==> config.mk <==
export PLATFORM = sky130hd
export DESIGN_NAME = me_stage_flat
export DESIGN_NICKNAME = d
export VERILOG_FILES = /design/src/rtl/me_stage_pkg.sv /design/src/rtl/me_stage_if.sv /design/src/rtl/me_stage_load_align.sv /design/src/rtl/me_stage.sv /design/src/flat_wrapper.sv
export SDC_FILE = /design/constraint.sdc
export NUM_CORES = 1
export LEC_CHECK = 0
export CORE_MARGIN = 4
export CORE_UTILIZATION = 49
export CTS_BUF_LIST = sky130_fd_sc_hd__clkbuf_4
export CTS_CLUSTER_DIAMETER = 60
export DETAILED_ROUTE_END_ITERATION = 16
export PLACE_DENSITY = 0.89
export SLEW_MARGIN = 0
export SYNTH_ARGS = -nofsm -noshare
export SYNTH_HDL_FRONTEND = slang
export SYNTH_SLANG_ARGS = --single-unit
==> constraint.sdc <==
create_clock -name clk -period 3.45 [get_ports clk]
set_input_delay 0.5175 -clock clk [delete_from_list [all_inputs] [get_ports clk]]
set_output_delay 0.5175 -clock clk [all_outputs]
set_load 0.03 [all_outputs]
==> src/rtl/me_stage_pkg.sv <==
// Shared types and helpers for the b-risc memory-access (ME) stage:
// data widths, memory-op and destination-source encodings, and the
// op classification used by the stage and its load aligner.
package me_stage_pkg;

  localparam int WORD_W     = 32;
  localparam int ADDR_W     = 32;
  localparam int REG_IDX_W  = 5;
  localparam int MEM_OP_W   = 4;
  localparam int DEST_SRC_W = 2;

  typedef enum logic [MEM_OP_W-1:0] {
    MEM_NOP = 4'd0,
    MEM_LB  = 4'd1,
    MEM_LH  = 4'd2,
    MEM_LW  = 4'd3,
    MEM_LBU = 4'd4,
    MEM_LHU = 4'd5,
    MEM_SB  = 4'd6,
    MEM_SH  = 4'd7,
    MEM_SW  = 4'd8
  } mem_op_e;

  typedef enum logic [DEST_SRC_W-1:0] {
    DEST_NONE = 2'd0,
    DEST_ALU  = 2'd1,
    DEST_MEM  = 2'd2
  } dest_src_e;

  function automatic logic is_load(input mem_op_e op);
    case (op)
      MEM_LB, MEM_LH, MEM_LW, MEM_LBU, MEM_LHU: return 1'b1;
      default:                                  return 1'b0;
    endcase
  endfunction

  function automatic logic is_store(input mem_op_e op);
    case (op)
      MEM_SB, MEM_SH, MEM_SW: return 1'b1;
      default:                return 1'b0;
    endcase
  endfunction

  // Halfwords need an even address, words a 4-byte aligned one.
  function automatic logic is_misaligned(input mem_op_e op, input logic [1:0] addr_lo);
    case (op)
      MEM_LH, MEM_LHU, MEM_SH: return addr_lo[0];
      MEM_LW, MEM_SW:          return |addr_lo;
      default:                 return 1'b0;
    endcase
  endfunction

endpackage

==> src/rtl/me_stage_if.sv <==
// Data-memory req/ack port of the ME stage. The stage is the master;
// the memory (or its model) is the slave. rdata is valid with ack.
interface me_stage_if
  import me_stage_pkg::*;
();

  logic              o_dmem_req;
  logic              o_dmem_we;
  logic [ADDR_W-1:0] o_dmem_addr;
  logic [3:0]        o_dmem_be;
  logic [WORD_W-1:0] o_dmem_wdata;
  logic              i_dmem_ack;
  logic [WORD_W-1:0] i_dmem_rdata;

  modport master (
    output o_dmem_req, o_dmem_we, o_dmem_addr, o_dmem_be, o_dmem_wdata,
    input  i_dmem_ack, i_dmem_rdata
  );

  modport slave (
    input  o_dmem_req, o_dmem_we, o_dmem_addr, o_dmem_be, o_dmem_wdata,
    output i_dmem_ack, i_dmem_rdata
  );

endinterface

==> src/rtl/me_stage_load_align.sv <==
// Load aligner: picks the byte/half lane addressed by addr_lo out of the
// read word and sign- or zero-extends it according to the load op.
module me_load_align
  import me_stage_pkg::*;
(
  input  logic [WORD_W-1:0] rdata,
  input  logic [1:0]        addr_lo,
  input  mem_op_e           mem_op,
  output logic [WORD_W-1:0] word
);

  logic [7:0]  byte_s;
  logic [15:0] half_s;

  // Lane select followed by extension of the selected lane.
  always_comb begin
    byte_s = 8'h00;
    half_s = 16'h0000;
    word   = rdata;
    case (addr_lo)
      2'd0:    byte_s = rdata[7:0];
      2'd1:    byte_s = rdata[15:8];
      2'd2:    byte_s = rdata[23:16];
      2'd3:    byte_s = rdata[31:24];
      default: byte_s = rdata[7:0];
    endcase
    if (addr_lo[1]) begin
      half_s = rdata[31:16];
    end else begin
      half_s = rdata[15:0];
    end
    case (mem_op)
      MEM_LB:  word = {{24{byte_s[7]}}, byte_s};
      MEM_LBU: word = {24'h000000, byte_s};
      MEM_LH:  word = {{16{half_s[15]}}, half_s};
      MEM_LHU: word = {16'h0000, half_s};
      MEM_LW:  word = rdata;
      default: word = rdata;
    endcase
  end

endmodule

==> src/rtl/me_stage.sv <==
// b-risc ME stage: latches EX results, runs loads/stores over the dmem
// req/ack port, and drives the ME forwarding bus. o_stall freezes the
// upstream stages while a request is outstanding and unacknowledged.
module me_stage
  import me_stage_pkg::*;
(
  input  logic                 clk,
  input  logic                 aresetn,
  input  logic                 clr,
  input  logic                 i_stall,
  input  logic [ADDR_W-1:0]    i_pc,
  input  logic [WORD_W-1:0]    i_alu_eval,
  input  logic [WORD_W-1:0]    i_store_data,
  input  mem_op_e              i_mem_op,
  input  dest_src_e            i_dest_src,
  input  logic [REG_IDX_W-1:0] i_dest_reg,
  output logic [ADDR_W-1:0]    o_pc,
  output logic [REG_IDX_W-1:0] o_dest_reg,
  output dest_src_e            o_dest_src,
  output logic [WORD_W-1:0]    o_dest_data,
  output logic                 o_stall,
  output logic                 o_misaligned,
  me_stage_if.master           dmem
);

  typedef enum logic [1:0] {
    ST_IDLE = 2'd0,
    ST_BUSY = 2'd1,
    ST_HOLD = 2'd2
  } state_e;

  state_e                state_r, state_nxt_s;
  logic [ADDR_W-1:0]     pc_r;
  logic [WORD_W-1:0]     eval_r, sdata_r, ldata_r;
  mem_op_e               op_r;
  dest_src_e             dsrc_r;
  logic [REG_IDX_W-1:0]  dreg_r;
  logic                  mis_r;

  logic                  busy_s, load_en_s, new_mem_s;
  logic [WORD_W-1:0]     load_src_s, aligned_s;

  assign busy_s    = (state_r == ST_BUSY);
  assign load_en_s = ~o_stall & ~i_stall;
  // A request is started only for an aligned load or store.
  assign new_mem_s = (is_load(i_mem_op) | is_store(i_mem_op)) &
                     ~is_misaligned(i_mem_op, i_alu_eval[1:0]);

  // Pipeline register: bubble on clear, capture EX when nothing freezes us.
  always_ff @(posedge clk or negedge aresetn) begin
    if (!aresetn) begin
      pc_r    <= '0;
      eval_r  <= '0;
      sdata_r <= '0;
      op_r    <= MEM_NOP;
      dsrc_r  <= DEST_NONE;
      dreg_r  <= '0;
      mis_r   <= 1'b0;
    end else if (clr) begin
      pc_r    <= '0;
      eval_r  <= '0;
      sdata_r <= '0;
      op_r    <= MEM_NOP;
      dsrc_r  <= DEST_NONE;
      dreg_r  <= '0;
      mis_r   <= 1'b0;
    end else if (load_en_s) begin
      pc_r    <= i_pc;
      eval_r  <= i_alu_eval;
      sdata_r <= i_store_data;
      op_r    <= i_mem_op;
      dsrc_r  <= i_dest_src;
      dreg_r  <= i_dest_reg;
      mis_r   <= is_misaligned(i_mem_op, i_alu_eval[1:0]);
    end
  end

  // FSM state register.
  always_ff @(posedge clk or negedge aresetn) begin
    if (!aresetn) begin
      state_r <= ST_IDLE;
    end else begin
      state_r <= state_nxt_s;
    end
  end

  // Keep the ack-cycle read word while downstream is frozen.
  always_ff @(posedge clk or negedge aresetn) begin
    if (!aresetn) begin
      ldata_r <= '0;
    end else if (busy_s && dmem.i_dmem_ack && i_stall && !clr) begin
      ldata_r <= dmem.i_dmem_rdata;
    end
  end

  // Next state: clear first, then a pipeline load, then the ack-under-stall park.
  always_comb begin
    state_nxt_s = state_r;
    if (clr) begin
      state_nxt_s = ST_IDLE;
    end else if (load_en_s) begin
      state_nxt_s = new_mem_s ? ST_BUSY : ST_IDLE;
    end else if (busy_s && dmem.i_dmem_ack) begin
      state_nxt_s = ST_HOLD;
    end else begin
      state_nxt_s = state_r;
    end
  end

  // Request side: byte enables and lane-replicated store data.
  always_comb begin
    dmem.o_dmem_be    = 4'b0000;
    dmem.o_dmem_wdata = sdata_r;
    case (op_r)
      MEM_SB: begin
        dmem.o_dmem_be    = 4'b0001 << eval_r[1:0];
        dmem.o_dmem_wdata = {4{sdata_r[7:0]}};
      end
      MEM_SH: begin
        dmem.o_dmem_be    = eval_r[1] ? 4'b1100 : 4'b0011;
        dmem.o_dmem_wdata = {2{sdata_r[15:0]}};
      end
      MEM_SW, MEM_LB, MEM_LH, MEM_LW, MEM_LBU, MEM_LHU: begin
        dmem.o_dmem_be    = 4'b1111;
        dmem.o_dmem_wdata = sdata_r;
      end
      default: begin
        dmem.o_dmem_be    = 4'b0000;
        dmem.o_dmem_wdata = sdata_r;
      end
    endcase
    if (!busy_s) begin
      dmem.o_dmem_be = 4'b0000;
    end else begin
      dmem.o_dmem_be = dmem.o_dmem_be;
    end
  end

  assign dmem.o_dmem_req  = busy_s;
  assign dmem.o_dmem_we   = busy_s & is_store(op_r);
  assign dmem.o_dmem_addr = {eval_r[ADDR_W-1:2], 2'b00};
  assign o_stall          = busy_s & ~dmem.i_dmem_ack;

  // In HOLD the bus may carry anything, so the latched word is used instead.
  assign load_src_s = (state_r == ST_HOLD) ? ldata_r : dmem.i_dmem_rdata;

  me_load_align u_load_align (
    .rdata   (load_src_s),
    .addr_lo (eval_r[1:0]),
    .mem_op  (op_r),
    .word    (aligned_s)
  );

  assign o_pc         = pc_r;
  assign o_dest_reg   = dreg_r;
  assign o_misaligned = mis_r;
  assign o_dest_data  = is_load(op_r) ? aligned_s : eval_r;
  assign o_dest_src   = (mis_r | is_store(op_r)) ? DEST_NONE : dsrc_r;

endmodule
==> src/flat_wrapper.sv <==
// flat-port wrapper written by rule: the top's interface ports become plain ports
module me_stage_flat import me_stage_pkg::*;
  (clk, aresetn, clr, i_stall, i_pc, i_alu_eval, i_store_data, i_mem_op, i_dest_src, i_dest_reg, o_pc, o_dest_reg, o_dest_src, o_dest_data, o_stall, o_misaligned, dmem_o_dmem_req, dmem_o_dmem_we, dmem_o_dmem_addr, dmem_o_dmem_be, dmem_o_dmem_wdata, dmem_i_dmem_ack, dmem_i_dmem_rdata);
  me_stage_if dmem_i ();
  input  logic clk;
  input  logic aresetn;
  input  logic clr;
  input  logic i_stall;
  input  logic [ADDR_W-1:0] i_pc;
  input  logic [WORD_W-1:0] i_alu_eval;
  input  logic [WORD_W-1:0] i_store_data;
  input  mem_op_e i_mem_op;
  input  dest_src_e i_dest_src;
  input  logic [REG_IDX_W-1:0] i_dest_reg;
  output logic [ADDR_W-1:0] o_pc;
  output logic [REG_IDX_W-1:0] o_dest_reg;
  output dest_src_e o_dest_src;
  output logic [WORD_W-1:0] o_dest_data;
  output logic o_stall;
  output logic o_misaligned;
  output wire logic [$bits(dmem_i.o_dmem_req)-1:0] dmem_o_dmem_req;
  output wire logic [$bits(dmem_i.o_dmem_we)-1:0] dmem_o_dmem_we;
  output wire logic [$bits(dmem_i.o_dmem_addr)-1:0] dmem_o_dmem_addr;
  output wire logic [$bits(dmem_i.o_dmem_be)-1:0] dmem_o_dmem_be;
  output wire logic [$bits(dmem_i.o_dmem_wdata)-1:0] dmem_o_dmem_wdata;
  input wire logic [$bits(dmem_i.i_dmem_ack)-1:0] dmem_i_dmem_ack;
  input wire logic [$bits(dmem_i.i_dmem_rdata)-1:0] dmem_i_dmem_rdata;
  assign dmem_o_dmem_req = dmem_i.o_dmem_req;
  assign dmem_o_dmem_we = dmem_i.o_dmem_we;
  assign dmem_o_dmem_addr = dmem_i.o_dmem_addr;
  assign dmem_o_dmem_be = dmem_i.o_dmem_be;
  assign dmem_o_dmem_wdata = dmem_i.o_dmem_wdata;
  assign dmem_i.i_dmem_ack = dmem_i_dmem_ack;
  assign dmem_i.i_dmem_rdata = dmem_i_dmem_rdata;
  me_stage u_core (.clk(clk), .aresetn(aresetn), .clr(clr), .i_stall(i_stall), .i_pc(i_pc), .i_alu_eval(i_alu_eval), .i_store_data(i_store_data), .i_mem_op(i_mem_op), .i_dest_src(i_dest_src), .i_dest_reg(i_dest_reg), .o_pc(o_pc), .o_dest_reg(o_dest_reg), .o_dest_src(o_dest_src), .o_dest_data(o_dest_data), .o_stall(o_stall), .o_misaligned(o_misaligned), .dmem(dmem_i));
endmodule
======== Yosys cells after proc, flatten, opt, wreduce, memory -nomap -nowiden ========
Cells that the tools add are included.
storage, ports and cells
  bits in registers ....................... 142
  output and inout bits ................... 143
  logic and storage cells ................. 89
operators by class
  eq/ne operators ......................... 21
  shifts and indexed selects .............. 1
  multiplexer cells ....................... 33
  bitwise operators ....................... 10
  reductions and logical operators ........ 15
operators by type and width
  operator             count
  $mux 32              8
  $pmux 32 s4          1
  $pmux 32 s2          1
  $eq 4x3->1 const B   8
  $pmux 8 s4           1
  $eq 4x2->1 const B   4
  $mux 16              1
  $mux 4               4
  $mux 2               6
  $pmux 4 s3           1
  $mux 5               2
  $reduce_or 5->1      2
  $reduce_or 3->1      3
  $eq 4x1->1 const B   2
  $eq 4x4->1 const B   2
  $mux 1               7
  $eq 2x2->1 const B   3
  $reduce_or 6->1      1
  $and 1x1->1          4
  $eq 2x1->1 const B   2
  $not 1->1            4
  $reduce_or 2->1      2
  $shl 1x2->4 const A  1
  $logic_and 1x1->1    3
  other kinds (6)      7

======== Longest topological paths before layout ========
Gate-level depths: netlist of run 1.
  depth in word-level cells ............... 8
  gate-level depth with buffers ........... 8
  gate-level depth less buffers ........... 5

======== By module ========
From an unflattened synthesis of run 1, not the netlist that was laid out.
second synthesis, totals
  cells, all modules ...................... 620
  area total of the unflattened synthesis .. 7,562.3 um2
by module, submodules not included
  module         times used  cells each  area an instance (um2)  sequential area each (um2)
  me_stage       1           515         6,741.5                 3,553.4
  me_load_align  1           105         820.8                   0.0

======== Least setup slack after synthesis of run 1 ========
OpenSTA, ideal clock, no wires.
  path kind ............................... register to output
  start point ............................. register u_core.op_r[0]
  end point ............................... output port o_dest_data[10]
  arrival ................................. 2,265 ps
  required time ........................... 2,932 ps
  setup slack ............................. 668 ps
  cell stages (with the launch flop) ...... 7
  cells stage by stage .................... dfrtp_1 buf_2 nor3_2 a211o_1 buf_2 nor2_1 a221oi_1
on the way
  longest elaborated chain between the ends .. 4
  elaborated cells on any way between the ends .. 9
  those cells by class .................... eq/ne: 5; mux: 3; reduce/logical: 1
ends and longest elaborated chain
  element                                   RTL line                                       text
  from (decl)                               me_stage.sv:35                                 mem_op_e op_r;
  from (signal assigned)                    me_stage.sv:71                                 op_r <= i_mem_op;
  $eq 4x1->1, or another cell as far along  me_stage_pkg.sv:31, me_stage_load_align.sv:32
  $reduce_or 5->1                           me_stage_pkg.sv:31                             case (op)
  $mux 1                                    me_stage_pkg.sv:31
  $mux 32 *                                 me_stage.sv:157                                assign o_dest_data = is_load(op_r) ? aligned_s : eval_r;
  to (decl)                                 flat_wrapper.sv:18                             output logic [WORD_W-1:0] o_dest_data;
Mark *: on every way between the ends. The rest lies on a longest branch, timed or not.

======== Final worst setup path of run 1 ========
  start point ............................. register u_core.state_r[0]
  end point ............................... output port o_dest_data[22]
on the way
  longest elaborated chain between the ends .. 5
  elaborated cells on any way between the ends .. 6
  those cells by class .................... eq/ne: 1; mux: 5
ends and longest elaborated chain
  element                                       RTL line                                              text
  from (decl)                                   me_stage.sv:32                                        state_e state_r, state_nxt_s;
  from (signal assigned)                        me_stage.sv:83                                        state_r <= state_nxt_s;
  $eq 2x2->1 *                                  me_stage.sv:145                                       assign load_src_s = (state_r == ST_HOLD) ? ldata_r : dmem.i_dmem_rdata;
  $mux 32 *                                     me_stage.sv:145
  $pmux 8 s4 / $mux 16 (equally long branches)  me_stage_load_align.sv:20, me_stage_load_align.sv:27
  $pmux 32 s4 *                                 me_stage_load_align.sv:32                             case (mem_op)
  $mux 32 *                                     me_stage.sv:157
Marks and branches as above.

==> run metrics, run 1 <==
status complete, no violations; H-tree Lvls 4; Critical Path Fanout Max 8; CP max-delay cell a211o_2; Detailed Route WL 23,900 um; area grow syn2layout 44.3%; Vias 6,293; Ys Warns 0; PwrDens 428 nW/um2; die width 129 um; initial antenna violation count 1; Least-Margin Pin Slew 0.783 ns; flops & latches, synth 142; CTS max path bufs 2; Worst VDD drop 0.270 mV; crit path DAT 2.89 ns; part of the Yosys area used for sequential elements 49.5%; port buffer count 284; first drt pass iteration count 5; critical path cell sequence nand2b_4, mux2_4, o31a_1, a211o_2, o22a_1, dlygate4sd2_1; CP max stage delay 0.47 ns; total grt overflow 0; Comb power frac 30.8%; CP Buf/Inv Count 1; Worst setup EP type primary output; dpl ws 0.0657 ns; Clock transition at path regs 0.13 ns; Cells after Synth 619; CTS Buf Count 17; DRC Markers 0; Setup CP Type register to primary output; Clock Sinks 142; unrepaired setup endpoints after global routing true; RR Endpoint u_core.sdata_r[30]; fin worst setup slack 0.0464 ns; routability congestion estimate from global placement 0.929; DR WL/cell 22.8 um; Core Area 14,100 um2; period utilisation layout 98.7%; Initial Util 50.9%; first-pass GRT wire length 36,200 um; Tmin final 3.40 ns; fmax 0.294 GHz; average via count per standard cell 5.99; sw frac 34.5%; Slew Limit Fails 0; cell family with most CP delay compound AO/OA/AOI/OAI gates; Static Leak 0.00470 uW; Min-Delay Startpoint u_core.sdata_r[28]; die area 16,600 um2; CP Launch Type register; Hold WC Path Type register to register; Mapped Avg Cell Area 11.6 um2; CTS tree built; ys async rst share 100%; DIE HEIGHT 129 um; commonest non-fill, non-tap cell in the layout clkdlybuf4s50_1; later-pin clock latency in the skew report 0.58 ns; vias in the first global route 6,444; GRT Util Overall 28.4%; Relative slew margins 47.8%; Setup violations, final 0; Endpoint, Worst Hold u_core.sdata_r[28]; Setup Skew 0.0138 ns; main flop type after synthesis dfrtp_1; antenna-violating nets left 0; Clk pwr share 25.1%; Total Nets Final 1,000; reg-to-reg startpoint u_core.state_r[1]; r2r setup slk 1.14 ns; Switch Pwr 1530 uW; Internal 2900 uW; I/O pins 287; cell depth of the worst flop-to-flop path 5; Cell variety after synth 55; Final Core Density 73.4%; Netlist Area Pre-Place 7170 um2; sequential share of power 44.1%; EDFF count, synth 0; root buffer cell clkbuf_4; Max Cap Violations 0; Worst EP required 2.93 ns; layout cells sized above 1 17.0%; Hold Path Depth 1; most frequent cells in the layout clkdlybuf4s50_1 (246), dfrtp_1 (137), a22o_1 (108); largest net degree at the start of global routing 96; Iteration-0 DRC Markers 460; final hold vios 0; hpwl dp 17,400 um; Rows 43
final cells by class:
class,count,area [um2]
Inverter,6,22.5
Antenna cell,1,2.50
Clock buffer,17,128
Multi-Input combinational cell,382,3160
Sequential cell,142,3560
Clock inverter,15,160
Tap cell,180,225
Fill cell,972,3740
Timing Repair Buffer,307,3100
kinds of logic after synthesis:
group	after synthesis	share of synthesized area, %
flip-flops	142	49.5
AO/OA/AOI/OAI	194	22.2
XOR/XNOR	3	0.366
buffers and inverters	97	7.61
other	1	0.0523
AND/OR/NAND/NOR	87	5.70
multiplexers	95	14.5
power by group through the flow:
stage / Combinational (uW) / Sequential [uW] / Clock (uW)
6_report: 1360 / 1950 / 1110
5_1_grt: 1440 / 1970 / 1200
4_1_cts: 1350 / 1950 / 1130
3_5_place_dp: 1380 / 1980 / 0
3_3_place_gp: 1360 / 1970 / 0
2_1_floorplan: 731 / 1980 / 0
worst register-to-register path: cells and delay by family (launching register included):
| kind | cells | cell delay (ns) |
|---|---|---|
| buffers and inverters | 1 | 0.35 |
| DFF | 1 | 0.46 |
| AOI/OAI and AO/OA | 2 | 0.85 |
| and+or+nand+nor | 2 | 0.60 |
Yosys cell counts (3+ instances only):
master | n | share of area [%]
nand3_1 | 5 | 0.35
nand2_1 | 25 | 1.3
dfrtp_1 | 142 | 50
and2_1 | 3 | 0.26
a32oi_1 | 5 | 0.61
buf_4 | 40 | 4.2
nor3_1 | 6 | 0.42
clkbuf_1 | 34 | 1.8
o22ai_1 | 3 | 0.26
a21oi_1 | 16 | 1.1
a221oi_1 | 8 | 0.98
inv_1 | 5 | 0.26
xnor2_1 | 3 | 0.37
o22a_1 | 16 | 2.0
o21ai_0 | 11 | 0.77
buf_2 | 13 | 0.91
o221ai_1 | 6 | 0.73
nor2_1 | 31 | 1.6
a21o_1 | 3 | 0.31
mux2i_1 | 43 | 6.0
nand2b_1 | 3 | 0.26
a22o_1 | 108 | 13
mux2_2 | 49 | 7.7
stage by stage:
stage | power, uW | std cells | hold WS [ns] | area [um2] | TNS (ns)
finish | 4430 | 1050 | 0.515 | 10400 | 0
global route | 4620 | 1050 | 0.487 | 10400 | -0.492
CTS | 4440 | 1046 | 0.493 | 10300 | 0
detailed placement | 3360 | 1013 | 0.478 | 10000 | 0
global placement | 3330 | 1013 | 0.478 | 10000 | 0
floorplan | 2710 | 620 | 0.222 | 7180 | 0
timing repair:
item,4_1_cts,5_1_grt
hold endpoints to repair,56,0
endpoints found under the setup margin,27,37
resized for setup,30,16
pin swaps,0,2
setup buffers,0,2
hold buffers,1,0
gates cloned,0,1
routing by layer:
| layer | part of all wire [%] | vias up | GRT usage, % |
|---|---|---|---|
| met5 | 0 | - | 0 |
| met4 | 1.9 | 0 | 9.26 |
| met3 | 8.5 | 33 | 8.59 |
| met2 | 48 | 318 | 44.6 |
| met1 | 41 | 3160 | 37.8 |
| li1 | - | 2782 | - |
worst max path at each step:
stage	from	endpoint	cells past startpoint
2_1_floorplan	u_core.op_r[0]	o_dest_data[10]	6
3_3_place_gp	dmem_i_dmem_rdata[15]	o_dest_data[19]	6
3_5_place_dp	dmem_i_dmem_rdata[31]	o_dest_data[16]	6
4_1_cts	u_core.op_r[1]	dmem_o_dmem_wdata[8]	5
5_1_grt	u_core.state_r[0]	o_dest_data[10]	8
6_report	u_core.state_r[0]	o_dest_data[22]	6
Power figures use the tool's default switching activity.
==> run 2: changes to the inputs <==
--- a/config.mk
+++ b/config.mk
@@ -11,6 +11,7 @@
 export CTS_CLUSTER_DIAMETER = 60
 export DETAILED_ROUTE_END_ITERATION = 16
 export PLACE_DENSITY = 0.89
+export REMOVE_ABC_BUFFERS = 1
 export SLEW_MARGIN = 0
 export SYNTH_ARGS = -nofsm -noshare
 export SYNTH_HDL_FRONTEND = slang
==> run 2 against run 1 <==
  * Utilization decreased by 0.36 points
  * Worst hold slack got worse by 0.0095 ns
  * Total power up 1.6%
  * Sequential power about the same
  * Clock power is 6% higher
  * Highest routed layer unchanged
==> run metrics, run 2 (synthesized netlist as in run 1, its figures left out) <==
crit path DAT 2.85 ns (was 2.89 ns); I/O pins 287 (unchanged); root buffer cell clkbuf_4 (unchanged); largest net degree at the start of global routing 77 (was 96); CP Launch Type register (unchanged); Core Area 14,100 um2 (unchanged); Comb power frac 30.5% (was 30.8%); commonest non-fill, non-tap cell in the layout clkdlybuf4s50_1 (unchanged); Least-Margin Pin Slew 0.779 ns (was 0.783 ns); Rows 43 (unchanged); layout cells sized above 1 18.8% (was 17.0%); Relative slew margins 48.0% (was 47.8%); CP Buf/Inv Count 2 (was 1); final cell count without fillers 1,054 (was 1,050); hpwl dp 17,000 um (was 17,400 um); GRT met1 Usage 33.0% (was 37.8%); final hold vios 0 (unchanged); routability congestion estimate from global placement 0.920 (was 0.929); Most Crowded Layer GR met2 (unchanged); Clk pwr share 26.2% (was 25.1%); reg-to-reg startpoint u_core.state_r[1] (unchanged); CTS max path bufs 2 (unchanged); sequential share of power 43.3% (was 44.1%); die width 129 um (unchanged); antenna-violating nets left 0 (unchanged); Worst VDD drop 0.220 mV (was 0.270 mV); DR WL/cell 22.6 um (was 22.8 um); period utilisation layout 97.6% (was 98.7%); port buffer count 284 (unchanged); RR Endpoint u_core.state_r[0] (was u_core.sdata_r[30]); Initial Util 50.9% (unchanged); fmax 0.297 GHz (was 0.294 GHz); Vias 6,287 (was 6,293); placed instance count 1,013 (unchanged); initial antenna violation count 1 (unchanged); Tmin final 3.37 ns (was 3.40 ns); Static Leak 0.00468 uW (was 0.00470 uW); Critical Path Fanout Max 7 (was 8); CP max stage delay 0.44 ns (was 0.47 ns); WHS 0.505 ns (was 0.515 ns); Switch Pwr 1510 uW (was 1530 uW); r2r setup slk 1.09 ns (was 1.14 ns); PwrDens 437 nW/um2 (was 428 nW/um2); total power 4500 uW (was 4430 uW); area grow syn2layout 43.6% (was 44.3%); cell depth of the worst flop-to-flop path 6 (was 5); status complete, no violations (unchanged); Setup Skew 0.0163 ns (was 0.0138 ns); average via count per standard cell 5.96 (was 5.99); Slew Limit Fails 0 (unchanged); Final Core Density 73.1% (was 73.4%); GRT Util Overall 28.0% (was 28.4%); DIE HEIGHT 129 um (unchanged); Total Nets Final 1,003 (was 1,000); Max Cap Violations 0 (unchanged); first drt pass iteration count 5 (unchanged); critical path cell sequence nand2b_4, mux2_4, o31a_1, a211o_4, buf_4, o22a_1, clkbuf_2 (was nand2b_4, mux2_4, o31a_1, a211o_2, o22a_1, dlygate4sd2_1); Clock Sinks 142 (unchanged); sw frac 33.5% (was 34.5%); Hold WC Path Type primary input to asynchronous set/reset pin (was register to register); Detailed Route WL 23,800 um (was 23,900 um); later-pin clock latency in the skew report 0.55 ns (was 0.58 ns); Worst EP required 2.93 ns (about the same); met2 Use GR 48.3% (was 44.6%); Internal 2990 uW (was 2900 uW); first-pass GRT wire length 36,400 um (was 36,200 um); cell family with most CP delay compound AO/OA/AOI/OAI gates (unchanged); vias in the first global route 6,702 (was 6,444); Setup violations, final 0 (unchanged); CTS tree built (unchanged); Clock transition at path regs 0.13 ns (about the same); most frequent cells in the layout clkdlybuf4s50_1 (246), dfrtp_1 (136), a22o_1 (108) (was clkdlybuf4s50_1 (246), dfrtp_1 (137), a22o_1 (108)); H-tree Lvls 4 (unchanged); die area 16,600 um2 (unchanged); setup total negative slack 0 ns (unchanged); total grt overflow 0 (unchanged); DRC Markers 0 (unchanged); CTS Buf Count 17 (unchanged); CP max-delay cell dfrtp_1 (was a211o_2); Iteration-0 DRC Markers 375 (was 460); Worst setup EP type primary output (unchanged); met3 Track Usage GR 8.34% (was 8.59%); Setup CP Type register to primary output (unchanged)
==> run 2: cell types whose count changed in the layout (fill, tap and decap cells not counted), sizes merged <==
cell / change
buf: +8
bufinv: +1
clkbuf: +13
clkdlybuf4s15: -1
clkinv: -8
clkinvlp: +6
diode: +1
dlygate4sd2: -14
inv: -2
==> run 2: worst max path at each step <==
stage | start | to | slack [ns] | depth (start not counted)
floorplan | u_core.state_r[0] | u_core.dsrc_r[0] | -3.51 | 4
finish | u_core.state_r[0] | o_dest_data[28] | 0.08 | 7
global route | u_core.op_r[1] | o_dest_data[15] | -0.007 | 6
detailed placement | dmem_i_dmem_rdata[31] | o_dest_data[28] | 0.02 | 6
CTS | u_core.state_r[0] | o_dest_data[28] | 0.001 | 6
global placement | dmem_i_dmem_rdata[31] | o_dest_data[27] | 0.12 | 6
==> run 2: layout make-up <==
class	count	area, um2
diodes	2	5.00
clock inverters	12	161
fillers	968	3790
flip-flops and latches	142	3560
well taps	180	225
repair buffers	310	3020
inverters	6	22.5
clock buffers	20	150
multi-input cells	382	3160
==> run 2: metrics by stage <==
stage | cell area [um2] | setup slack [ns]
floorplan | 6650 | -3.51
global placement | 9910 | 0.120
detailed placement | 9910 | 0.0161
CTS | 10200 | 0.000963
global route | 10300 | -0.00664
finish | 10300 | 0.0820
==> run 2: layer usage <==
layer / part of all wire (%) / wire [um]
met3: 8.3 / 1980
met2: 52 / 12300
met5: 0 / 0
met1: 38 / 9000
met4: 2.4 / 569
==> run 2: power by group through the flow <==
| stage | sequential [uW] | clock (uW) | combinational (uW) |
|---|---|---|---|
| after floorplan | 2050 | 0 | 604 |
| after global placement | 1960 | 0 | 1330 |
| after detailed placement | 1970 | 0 | 1360 |
| after CTS | 1950 | 1200 | 1350 |
| after global routing | 1970 | 1260 | 1440 |
| final | 1950 | 1180 | 1370 |
==> run 2: repair_timing <==
item                                    4_1_cts  5_1_grt
buffers inserted                              0        5
resized for setup                            26       37
pin swaps                                     0        2
hold buffers                                  1        0
endpoints found under the hold margin        66        0
cloned                                        0        1
endpoints found under the setup margin       25       26
==> run 3: changes to the inputs <==
--- a/config.mk
+++ b/config.mk
@@ -5,6 +5,7 @@
 export SDC_FILE = /design/constraint.sdc
 export NUM_CORES = 1
 export LEC_CHECK = 0
+export CORE_ASPECT_RATIO = 0.6
 export CORE_MARGIN = 4
 export CORE_UTILIZATION = 49
 export CTS_BUF_LIST = sky130_fd_sc_hd__clkbuf_4
@@ -12,6 +13,7 @@
 export DETAILED_ROUTE_END_ITERATION = 16
 export PLACE_DENSITY = 0.89
 export REMOVE_ABC_BUFFERS = 1
+export SETUP_SLACK_MARGIN = 0.15
 export SLEW_MARGIN = 0
 export SYNTH_ARGS = -nofsm -noshare
 export SYNTH_HDL_FRONTEND = slang
==> run 3 against run 2 <==
  * Worst hold slack better by 0.0020 ns
  * Sequential power hardly changed
  * Clock power is 14% lower
  * Combinational power is 5% higher
  * Worst setup slack better by 0.10 ns
  * Register-to-register slack better by 0.19 ns
  * Routed wire length is 4.2% higher
  * Global-route usage is 0.37 points higher
  * Utilization is 2.6 points higher
==> run metrics, run 3 (synthesized netlist as in run 1, its figures left out) <==
status complete, no violations (unchanged); initial antenna violation count 0 (was 1); Slew Limit Fails 0 (unchanged); commonest non-fill, non-tap cell in the layout clkdlybuf4s50_1 (unchanged); Worst EP required 2.93 ns (about the same); sw frac 36.1% (was 33.5%); layout cells sized above 1 21.6% (was 18.8%); hpwl dp 17,400 um (was 17,000 um); Critical Path Fanout Max 7 (unchanged); Clock transition at path regs 0.13 ns (about the same); final instance area 10,600 um2 (was 10,300 um2); Core Area 14,000 um2 (was 14,100 um2); CP max-delay cell a211o_4 (was dfrtp_1); Iteration-0 DRC Markers 629 (was 375); Relative slew margins 49.5% (was 48.0%); total power 4410 uW (was 4500 uW); final cell count without fillers 1,085 (was 1,054); Least-Margin Pin Slew 0.757 ns (was 0.779 ns); die width 164 um (was 129 um); cell depth of the worst flop-to-flop path 6 (unchanged); Worst setup EP type primary output (unchanged); Setup violations, final 0 (unchanged); Worst VDD drop 0.245 mV (was 0.220 mV); routability congestion estimate from global placement 0.894 (was 0.920); CTS max path bufs 2 (unchanged); r2r setup slk 1.28 ns (was 1.09 ns); first drt pass iteration count 5 (unchanged); CP Launch Type register (unchanged); antenna-violating nets left 0 (unchanged); total grt overflow 0 (unchanged); RR Endpoint u_core.o_pc[17] (was u_core.state_r[0]); period utilisation layout 94.6% (was 97.6%); area grow syn2layout 47.8% (was 43.6%); Clock Sinks 142 (unchanged); Switch Pwr 1590 uW (was 1510 uW); Vias 6,484 (was 6,287); DIE HEIGHT 102 um (was 129 um); Static Leak 0.00484 uW (was 0.00468 uW); DRC Markers 0 (unchanged); crit path DAT 2.75 ns (was 2.85 ns); fmax 0.306 GHz (was 0.297 GHz); Min-Delay Startpoint u_core.dsrc_r[1]; Hold Path Depth 1; critical path cell sequence nand2b_4, mux2_4, o31a_1, a211o_4, buf_6, o22a_1, buf_6 (was nand2b_4, mux2_4, o31a_1, a211o_4, buf_4, o22a_1, clkbuf_2); final hold vios 0 (unchanged); Hold WC Path Type register to register (was primary input to asynchronous set/reset pin); Internal 2810 uW (was 2990 uW); Comb power frac 32.7% (was 30.5%); Max Cap Violations 0 (unchanged); Final Core Density 75.7% (was 73.1%); most frequent cells in the layout clkdlybuf4s50_1 (242), dfrtp_1 (135), a22o_1 (108) (was clkdlybuf4s50_1 (246), dfrtp_1 (136), a22o_1 (108)); Setup Skew 0.0190 ns (was 0.0163 ns); sequential share of power 44.2% (was 43.3%); die area 16,700 um2 (was 16,600 um2); crit path from u_core.state_r[0] (unchanged); Initial Util 51.2% (was 50.9%); later-pin clock latency in the skew report 0.53 ns (was 0.55 ns); first-pass GRT wire length 36,700 um (was 36,400 um); Critical path destination o_dest_data[25] (was o_dest_data[28]); Total Nets Final 1,023 (was 1,003); H-tree Lvls 4 (unchanged); unrepaired setup endpoints after global routing true; I/O pins 287 (unchanged); multi-input logic area 3230 um2 (was 3160 um2); CTS Buf Count 17 (unchanged); PwrDens 416 nW/um2 (was 437 nW/um2); root buffer cell clkbuf_4 (unchanged); Tmin final 3.26 ns (was 3.37 ns); port buffer count 284 (unchanged); CTS tree built (unchanged); Clk pwr share 23.0% (was 26.2%); vias in the first global route 6,527 (was 6,702); Detailed Route WL 24,800 um (was 23,800 um); reg-to-reg startpoint u_core.state_r[1] (unchanged); Post-DP Area 10,000 um2 (was 9910 um2); CP max stage delay 0.43 ns (was 0.44 ns); Crit path top cell by count buf_6; placed instance count 1,028 (was 1,013); average via count per standard cell 5.98 (was 5.96); largest net degree at the start of global routing 104 (was 77); FF+latch area 3560 um2 (about the same); Fill cells 897 (was 968); Rows 33 (was 43); WHS 0.507 ns (was 0.505 ns); GRT Util Overall 28.4% (was 28.0%); Setup CP Type register to primary output (unchanged); DR WL/cell 22.9 um (was 22.6 um)
-- run 3: cell types whose count changed in the layout (fill, tap and decap cells not counted), moves of 5 or more --
cell	before	now
buf_12	7	13
buf_4	36	44
buf_6	2	9
clkbuf_2	13	8
dlymetal6s2s_1	0	5
-- run 3: metal layers --
layer	vias to the layer above	track usage (%)	routed length (um)
met5	-	0	0
met4	0	8.18	485
met3	53	9.15	2440
met2	372	45.9	12100
met1	3244	37.2	9850
li1	2815	-	-
-- run 3: through the flow --
step	setup WS, ns	setup TNS (ns)
floorplan	-3.51	-386.79
global placement	0.133	0
detailed placement	0.0472	0
CTS	0.107	0
global route	0.0528	0
finish	0.187	0
-- run 3: layout make-up --
class | count | share of cell area, %
clock inverters | 15 | 1.20
flip-flops and latches | 142 | 33.6
clock buffers | 17 | 1.20
inverters | 6 | 0.213
well taps | 192 | 2.27
diodes | 1 | 0.0236
multi-input cells | 382 | 30.4
repair buffers | 330 | 31.0
-- run 3: worst min-delay path by stage --
stage               slack [ns]            endpoint
CTS                       0.01     u_core.o_pc[17]
finish                    0.51    u_core.dsrc_r[1]
global route              0.51      u_core.o_pc[8]
global placement          0.48    u_core.dsrc_r[1]
detailed placement        0.48  u_core.sdata_r[18]
floorplan                 0.22    u_core.dsrc_r[0]
-- run 3: critical path, delay by kind of cell (launching register included) --
family / cells / cell delay (ns)
AOI/OAI and AO/OA: 3 / 0.94
DFF: 1 / 0.42
muxes: 1 / 0.35
and+or+nand+nor: 1 / 0.21
buffers and inverters: 2 / 0.30
-- run 3: power groups by stage --
stage | clock (uW) | sequential [uW] | combinational [uW]
CTS | 1040 | 1940 | 1390
floorplan | 0 | 2050 | 604
detailed placement | 0 | 1970 | 1390
finish | 1020 | 1950 | 1440
global route | 1120 | 1970 | 1510
global placement | 0 | 1960 | 1350
-- run 3: what timing repair did --
| item | in CTS | in global routing |
|---|---|---|
| pin swaps | 1 | 7 |
| setup endpoints to repair | 37 | 49 |
| endpoints found under the hold margin | 0 | 8 |
| gates resized for setup | 38 | 52 |
| gates cloned | 1 | 0 |
| hold buffers | 0 | 1 |
| buffers inserted | 5 | 17 |
